<file path="src/rtl/tt_seq_pkg.sv">
`default_nettype none
// ============================================================================
//  Module      : tt_seq_pkg
//  Description : Shared types and helpers for the TT slot sequencer.
//                - seq_state_t : sequencer FSM state encoding
//                - TT_BYTE_W   : width of one TT pad byte
//                - onehot()    : index -> one-hot vector (zero if out of range)
//  Revision    : 1.0 - initial release
// ============================================================================
package tt_seq_pkg;

    localparam int TT_BYTE_W = 8;
    localparam int MAX_SLOTS = 32;

    typedef enum logic [2:0] {
        ST_IDLE    = 3'd0,
        ST_DRAIN   = 3'd1,
        ST_RESET   = 3'd2,
        ST_RELEASE = 3'd3,
        ST_ACTIVE  = 3'd4
    } seq_state_t;

    // Callers narrow the result with a size cast; any index beyond the
    // caller's slot count therefore yields an all-zero vector.
    function automatic logic [MAX_SLOTS-1:0] onehot(input logic [31:0] idx);
        onehot = MAX_SLOTS'(1) << idx;
    endfunction

endpackage
`default_nettype wire

</file>
<file path="src/rtl/tt_pad_mux.sv">
`default_nettype none
// ============================================================================
//  Module      : tt_pad_mux
//  Description : Registered N:1 mux from per-slot outputs to the shared pads.
//                When gate is low every pad output and enable registers 0.
//  Ports       : clk, rst            clock, async active-high reset
//                gate                1 = connect selected slot on next edge
//                sel                 selected slot index
//                slot_uo_out/uio_out/uio_oe   per-slot sources, 8 bits each
//                uo_out/uo_oe/uio_out/uio_oe  registered pad outputs
//  Revision    : 1.0 - initial release
// ============================================================================
module tt_pad_mux
    import tt_seq_pkg::*;
#(
    parameter int NUM_SLOTS = 4,
    parameter int IDX_W     = $clog2(NUM_SLOTS) + 1
) (
    input  logic                           clk,
    input  logic                           rst,
    input  logic                           gate,
    input  logic [IDX_W-1:0]               sel,
    input  logic [NUM_SLOTS*TT_BYTE_W-1:0] slot_uo_out,
    input  logic [NUM_SLOTS*TT_BYTE_W-1:0] slot_uio_out,
    input  logic [NUM_SLOTS*TT_BYTE_W-1:0] slot_uio_oe,
    output logic [TT_BYTE_W-1:0]           uo_out,
    output logic [TT_BYTE_W-1:0]           uo_oe,
    output logic [TT_BYTE_W-1:0]           uio_out,
    output logic [TT_BYTE_W-1:0]           uio_oe
);

    logic [TT_BYTE_W-1:0] w_uo_out;
    logic [TT_BYTE_W-1:0] w_uio_out;
    logic [TT_BYTE_W-1:0] w_uio_oe;

    // Compare-and-select keeps an out-of-range index from reading past the
    // packed vectors.
    always_comb begin
        w_uo_out  = '0;
        w_uio_out = '0;
        w_uio_oe  = '0;
        for (int i = 0; i < NUM_SLOTS; i++) begin
            if (sel == IDX_W'(i)) begin
                w_uo_out  = slot_uo_out[i*TT_BYTE_W +: TT_BYTE_W];
                w_uio_out = slot_uio_out[i*TT_BYTE_W +: TT_BYTE_W];
                w_uio_oe  = slot_uio_oe[i*TT_BYTE_W +: TT_BYTE_W];
            end
        end
    end

    always_ff @(posedge clk or posedge rst) begin
        if (rst) begin
            uo_out  <= '0;
            uo_oe   <= '0;
            uio_out <= '0;
            uio_oe  <= '0;
        end else if (gate) begin
            uo_out  <= w_uo_out;
            uo_oe   <= {TT_BYTE_W{1'b1}};
            uio_out <= w_uio_out;
            uio_oe  <= w_uio_oe;
        end else begin
            uo_out  <= '0;
            uo_oe   <= '0;
            uio_out <= '0;
            uio_oe  <= '0;
        end
    end

endmodule
`default_nettype wire

</file>
<file path="src/rtl/tt_slot_sequencer.sv">
`default_nettype none
// ============================================================================
//  Module      : tt_slot_sequencer
//  Description : Time-shares the fabric user-IO pads between NUM_SLOTS TT
//                project wrappers. A host select drains the pads, holds the
//                new slot in reset, releases it, then reconnects the pads.
//  Ports       : clk, rst                  clock, async active-high reset
//                sel_valid/sel_ready/sel_idx   host select handshake
//                ui_in, uio_in             pad input bytes
//                uo_out/uo_oe/uio_out/uio_oe   registered pad outputs
//                slot_ui_in/slot_uio_in    per-slot inputs (gated by ENA)
//                slot_uo_out/uio_out/uio_oe    per-slot outputs
//                slot_ena, slot_rst_n      per-slot enable / active-low reset
//                active_valid, active_idx  current connection status
//  Revision    : 1.0 - initial release
// ============================================================================
module tt_slot_sequencer
    import tt_seq_pkg::*;
#(
    parameter int NUM_SLOTS    = 4,
    parameter int IDX_W        = $clog2(NUM_SLOTS) + 1,
    parameter int DRAIN_CYCLES = 2,
    parameter int RST_CYCLES   = 16
) (
    input  logic                           clk,
    input  logic                           rst,
    input  logic                           sel_valid,
    output logic                           sel_ready,
    input  logic [IDX_W-1:0]               sel_idx,
    input  logic [TT_BYTE_W-1:0]           ui_in,
    input  logic [TT_BYTE_W-1:0]           uio_in,
    output logic [TT_BYTE_W-1:0]           uo_out,
    output logic [TT_BYTE_W-1:0]           uo_oe,
    output logic [TT_BYTE_W-1:0]           uio_out,
    output logic [TT_BYTE_W-1:0]           uio_oe,
    output logic [NUM_SLOTS*TT_BYTE_W-1:0] slot_ui_in,
    output logic [NUM_SLOTS*TT_BYTE_W-1:0] slot_uio_in,
    input  logic [NUM_SLOTS*TT_BYTE_W-1:0] slot_uo_out,
    input  logic [NUM_SLOTS*TT_BYTE_W-1:0] slot_uio_out,
    input  logic [NUM_SLOTS*TT_BYTE_W-1:0] slot_uio_oe,
    output logic [NUM_SLOTS-1:0]           slot_ena,
    output logic [NUM_SLOTS-1:0]           slot_rst_n,
    output logic                           active_valid,
    output logic [IDX_W-1:0]               active_idx
);

    localparam int C_MAX_CYC = (DRAIN_CYCLES > RST_CYCLES) ? DRAIN_CYCLES : RST_CYCLES;
    localparam int C_CNT_W   = $clog2(C_MAX_CYC + 1);
    localparam logic [C_CNT_W-1:0] C_DRAIN_LOAD = C_CNT_W'(DRAIN_CYCLES);
    localparam logic [C_CNT_W-1:0] C_RST_LOAD   = C_CNT_W'(RST_CYCLES);
    localparam logic [C_CNT_W-1:0] C_CNT_LAST   = C_CNT_W'(1);
    localparam logic [IDX_W-1:0]   C_NUM_SLOTS  = IDX_W'(NUM_SLOTS);

    seq_state_t             r_state, w_state_nxt;
    logic [C_CNT_W-1:0]     r_cnt, w_cnt_nxt;
    logic [IDX_W-1:0]       r_target, w_target_nxt;
    logic [IDX_W-1:0]       r_active_idx, w_active_idx_nxt;
    logic [NUM_SLOTS-1:0]   r_ena, w_ena_nxt;
    logic [NUM_SLOTS-1:0]   r_rst_n, w_rst_n_nxt;
    logic [NUM_SLOTS-1:0]   w_target_oh;
    logic                   w_cnt_done;

    assign w_target_oh = NUM_SLOTS'(onehot(32'(r_target)));
    // <= rather than == so a zero count can never stall or wrap.
    assign w_cnt_done  = (r_cnt <= C_CNT_LAST);

    assign sel_ready    = (r_state == ST_IDLE) || (r_state == ST_ACTIVE);
    assign active_valid = (r_state == ST_ACTIVE);
    assign active_idx   = r_active_idx;
    assign slot_ena     = r_ena;
    assign slot_rst_n   = r_rst_n;

    always_ff @(posedge clk or posedge rst) begin
        if (rst) begin
            r_state      <= ST_IDLE;
            r_cnt        <= '0;
            r_target     <= '0;
            r_active_idx <= '0;
            r_ena        <= '0;
            r_rst_n      <= '0;
        end else begin
            r_state      <= w_state_nxt;
            r_cnt        <= w_cnt_nxt;
            r_target     <= w_target_nxt;
            r_active_idx <= w_active_idx_nxt;
            r_ena        <= w_ena_nxt;
            r_rst_n      <= w_rst_n_nxt;
        end
    end

    // ENA/RST_N are updated on the transition edges so the old slot keeps
    // its enable and reset state untouched throughout DRAIN.
    always_comb begin
        w_state_nxt      = r_state;
        w_cnt_nxt        = r_cnt;
        w_target_nxt     = r_target;
        w_active_idx_nxt = r_active_idx;
        w_ena_nxt        = r_ena;
        w_rst_n_nxt      = r_rst_n;
        case (r_state)
            ST_IDLE, ST_ACTIVE: begin
                if (sel_valid) begin
                    w_state_nxt  = ST_DRAIN;
                    w_cnt_nxt    = C_DRAIN_LOAD;
                    w_target_nxt = sel_idx;
                end
            end
            ST_DRAIN: begin
                if (!w_cnt_done) begin
                    w_cnt_nxt = r_cnt - C_CNT_LAST;
                end else if (r_target < C_NUM_SLOTS) begin
                    w_state_nxt      = ST_RESET;
                    w_cnt_nxt        = C_RST_LOAD;
                    w_active_idx_nxt = r_target;
                    w_ena_nxt        = w_target_oh;
                    w_rst_n_nxt      = '0;
                end else begin
                    w_state_nxt      = ST_IDLE;
                    w_active_idx_nxt = '0;
                    w_ena_nxt        = '0;
                    w_rst_n_nxt      = '0;
                end
            end
            ST_RESET: begin
                if (!w_cnt_done) begin
                    w_cnt_nxt = r_cnt - C_CNT_LAST;
                end else begin
                    w_state_nxt = ST_RELEASE;
                    w_rst_n_nxt = w_target_oh;
                end
            end
            ST_RELEASE: begin
                w_state_nxt = ST_ACTIVE;
            end
            default: begin
                w_state_nxt = ST_IDLE;
            end
        endcase
    end

    // Gate on the next state so the registered pads are zero for every
    // cycle spent outside ACTIVE, including the first DRAIN cycle.
    tt_pad_mux #(
        .NUM_SLOTS (NUM_SLOTS),
        .IDX_W     (IDX_W)
    ) u_pad_mux (
        .clk          (clk),
        .rst          (rst),
        .gate         (w_state_nxt == ST_ACTIVE),
        .sel          (r_active_idx),
        .slot_uo_out  (slot_uo_out),
        .slot_uio_out (slot_uio_out),
        .slot_uio_oe  (slot_uio_oe),
        .uo_out       (uo_out),
        .uo_oe        (uo_oe),
        .uio_out      (uio_out),
        .uio_oe       (uio_oe)
    );

    // Only the enabled slot sees pad inputs; the rest are held at zero.
    generate
        for (genvar i = 0; i < NUM_SLOTS; i++) begin : g_slot_in
            assign slot_ui_in[i*TT_BYTE_W +: TT_BYTE_W]  = r_ena[i] ? ui_in  : '0;
            assign slot_uio_in[i*TT_BYTE_W +: TT_BYTE_W] = r_ena[i] ? uio_in : '0;
        end
    endgenerate

endmodule
`default_nettype wire

</file>
<file path="config.mk">
export PLATFORM = sky130hd
export DESIGN_NAME = tt_slot_sequencer
export DESIGN_NICKNAME = d
export VERILOG_FILES = /design/src/rtl/tt_seq_pkg.sv /design/src/rtl/tt_pad_mux.sv /design/src/rtl/tt_slot_sequencer.sv
export SDC_FILE = /design/constraint.sdc
export NUM_CORES = 1
export LEC_CHECK = 0
export ABC_AREA = 0
export CAP_MARGIN = 20
export CORE_UTILIZATION = 37
export DETAILED_ROUTE_END_ITERATION = 12
export GPL_TIMING_DRIVEN = 0
export MAX_ROUTING_LAYER = met4
export PLACE_DENSITY = 0.85
export SETUP_SLACK_MARGIN = 0.3
export SLEW_MARGIN = 20
export SYNTH_ARGS = -nofsm -noshare
export SYNTH_HDL_FRONTEND = slang
export SYNTH_SLANG_ARGS = --single-unit
</file>
<file path="constraint.sdc">
create_clock -name clk -period 3.2 [get_ports clk]
set_clock_uncertainty 0.05 [all_clocks]
set_input_delay 0.32 -clock clk [delete_from_list [all_inputs] [get_ports clk]]
set_output_delay 0.32 -clock clk [all_outputs]
set_load 0.01 [all_outputs]
</file>
==> run metrics <==
post-synthesis cell area ~3000 µm²; CP max FO 10; final max-slew violation count 0; Peak VDD IR approximately 0.00028 V; Worst-Skew Late Latency 300 ps; status completed; final setup vio count 0; grt met1 use between 20% and 30%; Fmax around 450 MHz; Slew Limit Headroom 47.98%; fraction of layout cells with a size suffix above 1 11.80%; Yosys top cell by area dfrtp_1; CTS buffer count 5; Netlist cell types 45; Initial Utilization 38.24%; Clock Sinks 46; period utilization 69.85%; IO buf count about 230; max-cap viol count 0; vias per cell between 4 and 5; Tmin final between 2000 and 2500 ps; num rows 32; # IOs 227; GR Layer Usage met2 between 40% and 50%; Hold Path Class input port to asynchronous set/reset pin; RSZ-0062 raised after global routing no; fraction of registers with async set/reset 100.0%; most common cell after layout, fill and taps aside clkdlybuf4s50_1; reg2reg setup slack ~1200 ps; GRT Util Overall approximately 23%; Die W just over 90 µm; DRT Pass-1 Iters 4; Seq cells post-synth between 40 and 50; # Post-CTS Setup Buffers 0; fill count between 500 and 600; Ys Warns 0; clock share of power a little over a tenth; post-synthesis sequential area ratio between 30 and 40%; DRT iter0 DRCs roughly 150; Routed Antenna Nets 0; initial antenna violation count 0; via count around 2.9k; Avg WL per Cell approximately 15 µm; total gr overflow 0; final-stage net count a little over 600; post-cts hold buffer count 0; largest net degree at the start of global routing 34; Pleak 0.002202 µW; Worst-path clk slew approximately 90 ps; Most Crowded Layer GR met2; die height 91.37 µm; Top FF cell, synth dfrtp_1; post-DP HPWL about 7400 µm; startpoint types flop; setup TNS 0 ps; logic gate share of total power 62.5%; Fin. Hold Viols 0; # DRC 0; Reg power frac 26.8%; post-cts resize count 0; most frequent cells in the layout clkdlybuf4s50_1 (225), and2_1 (64), dfrtp_1 (46); CTS tree yes; full die area 8348 µm²; Least-Margin Pin Slew just under 800 ps; vias in the first global route 3003; Syn Nets just under 400; Avg Inst Size Synth 11.07 µm²; Core Area between 7000 and 8000 µm²; Net Switching roughly 1200 µW; EDFF count, synth 0; n_diodes 0; clk root buf clkbuf_8; H-tree depth 2; Syn-to-layout area delta 84.04%; internal power between 2000 and 2500 µW; global-route wire length before repair about 14000 µm; Worst Reg-to-Reg Cells 5; met3 usage 5.695%; top post-synthesis cells by area dfrtp_1 (39%), mux4_2 (18%), and2_1 (14%), nor2b_1 (4.9%), buf_4 (2.0%); CTS max path bufs 2; Net Sw Frac a little over a third; Power Dens Cells 593.8 nW/µm²; area share of the largest cell type after synthesis a little under 40%; Synth Instances between 200 and 300; kind of critical path flop to output port; CP Data Required Time 2830 ps; Critical Path Sink Type output port; CP arrival about 1900 ps; gpl congestion roughly 0.82; total power around 3200 µW; WL final about 9000 µm
## cell families (layout without fill, tap and decap cells)
kind of cell	after synthesis	after routing	synth area share (%)
buffers and inverters	35	268	6.181
adder cells (fa/ha/maj)	2	2	0.8466
AO/OA/AOI/OAI	26	26	6.605
AND/OR/NAND/NOR	125	125	26.08
flip-flops	46	46	38.95
multiplexers	32	32	21.21
other	1	1	0.1269
## critical path: stages, from the launching register on
cell and delay, ps:
dfrtp_1 490, clkbuf_1 340, and2_1 200, clkdlybuf4s50_1 540
## state kept, by name, indices dropped and copies added (netlist names)
name,count
r_cnt,5
u_pad_mux.uo_oe,1
active_idx,2
r_target,3
u_pad_mux.uio_out,8
u_pad_mux.uo_out,8
slot_ena,4
r_state,3
u_pad_mux.uio_oe,8
slot_rst_n,4
## per-layer routing
| layer | share of wire, % | vias up | wire (µm) |
|---|---|---|---|
| li1 | - | 1387 | - |
| met1 | 37 | 1366 | 3273 |
| met2 | 54 | 146 | 4773 |
| met3 | 6.7 | 14 | 593 |
| met4 | 2.6 | 0 | 231 |
| met5 | 0 | - | 0 |
## power by group through the flow
stage / Sequential (µW) / Clock [µW] / Combinational (µW)
6_report: 865 / 347 / 2020
5_1_grt: 891 / 371 / 2180
4_1_cts: 867 / 355 / 2030
3_5_place_dp: 878 / 0 / 2030
3_3_place_gp: 869 / 0 / 1990
2_1_floorplan: 893 / 0 / 1120
## synthesized netlist by cell type (3+ instances only)
cell	number
nor2b_1	23
a31oi_1	4
nor2_1	4
clkbuf_1	11
buf_4	8
inv_1	9
and2_1	64
buf_2	5
nand3_1	3
a21oi_1	3
nand2_1	9
mux2_2	5
and2b_1	3
dfrtp_1	46
mux4_2	24
mux2i_1	3
o21ai_0	4
nand2b_1	3
## area by class of cell
type | count | area, µm² | share of cell area, %
Multi-Input combinational cell | 186 | 1622 | 29.81
Buffer | 26 | 148.9 | 2.738
Sequential cell | 46 | 1151 | 21.16
Timing Repair Buffer | 226 | 2272 | 41.78
Inverter | 9 | 33.78 | 0.6211
Tap cell | 102 | 127.6 | 2.346
Clock inverter | 2 | 15.01 | 0.2761
Clock buffer | 5 | 68.82 | 1.265
## through the flow
step                hold WS, ps  setup WS, ps  area [µm²]  cells  util [%]
floorplan                 420.6          1455        2955    267         -
global placement          440.0         903.3        5335    594     69.04
detailed placement        444.2         866.1        5355    595     69.30
CTS                       246.2         955.3        5439    602     70.39
global route              280.4         823.8        5439    602     70.39
finish                    236.4         964.7        5439    602     70.39
## final timing paths
path / from / end
max reg2reg: r_state[2] / u_pad_mux.uio_out[6]
min reg2reg: slot_rst_n[1] / slot_rst_n[1]
max in group asynchronous: rst / u_pad_mux.uio_out[7]
max: slot_ena[0] / slot_uio_in[1]
min in group clk: slot_rst_n[1] / slot_rst_n[1]
min: rst / u_pad_mux.uo_out[0]
(Power assumes the default switching activity.)
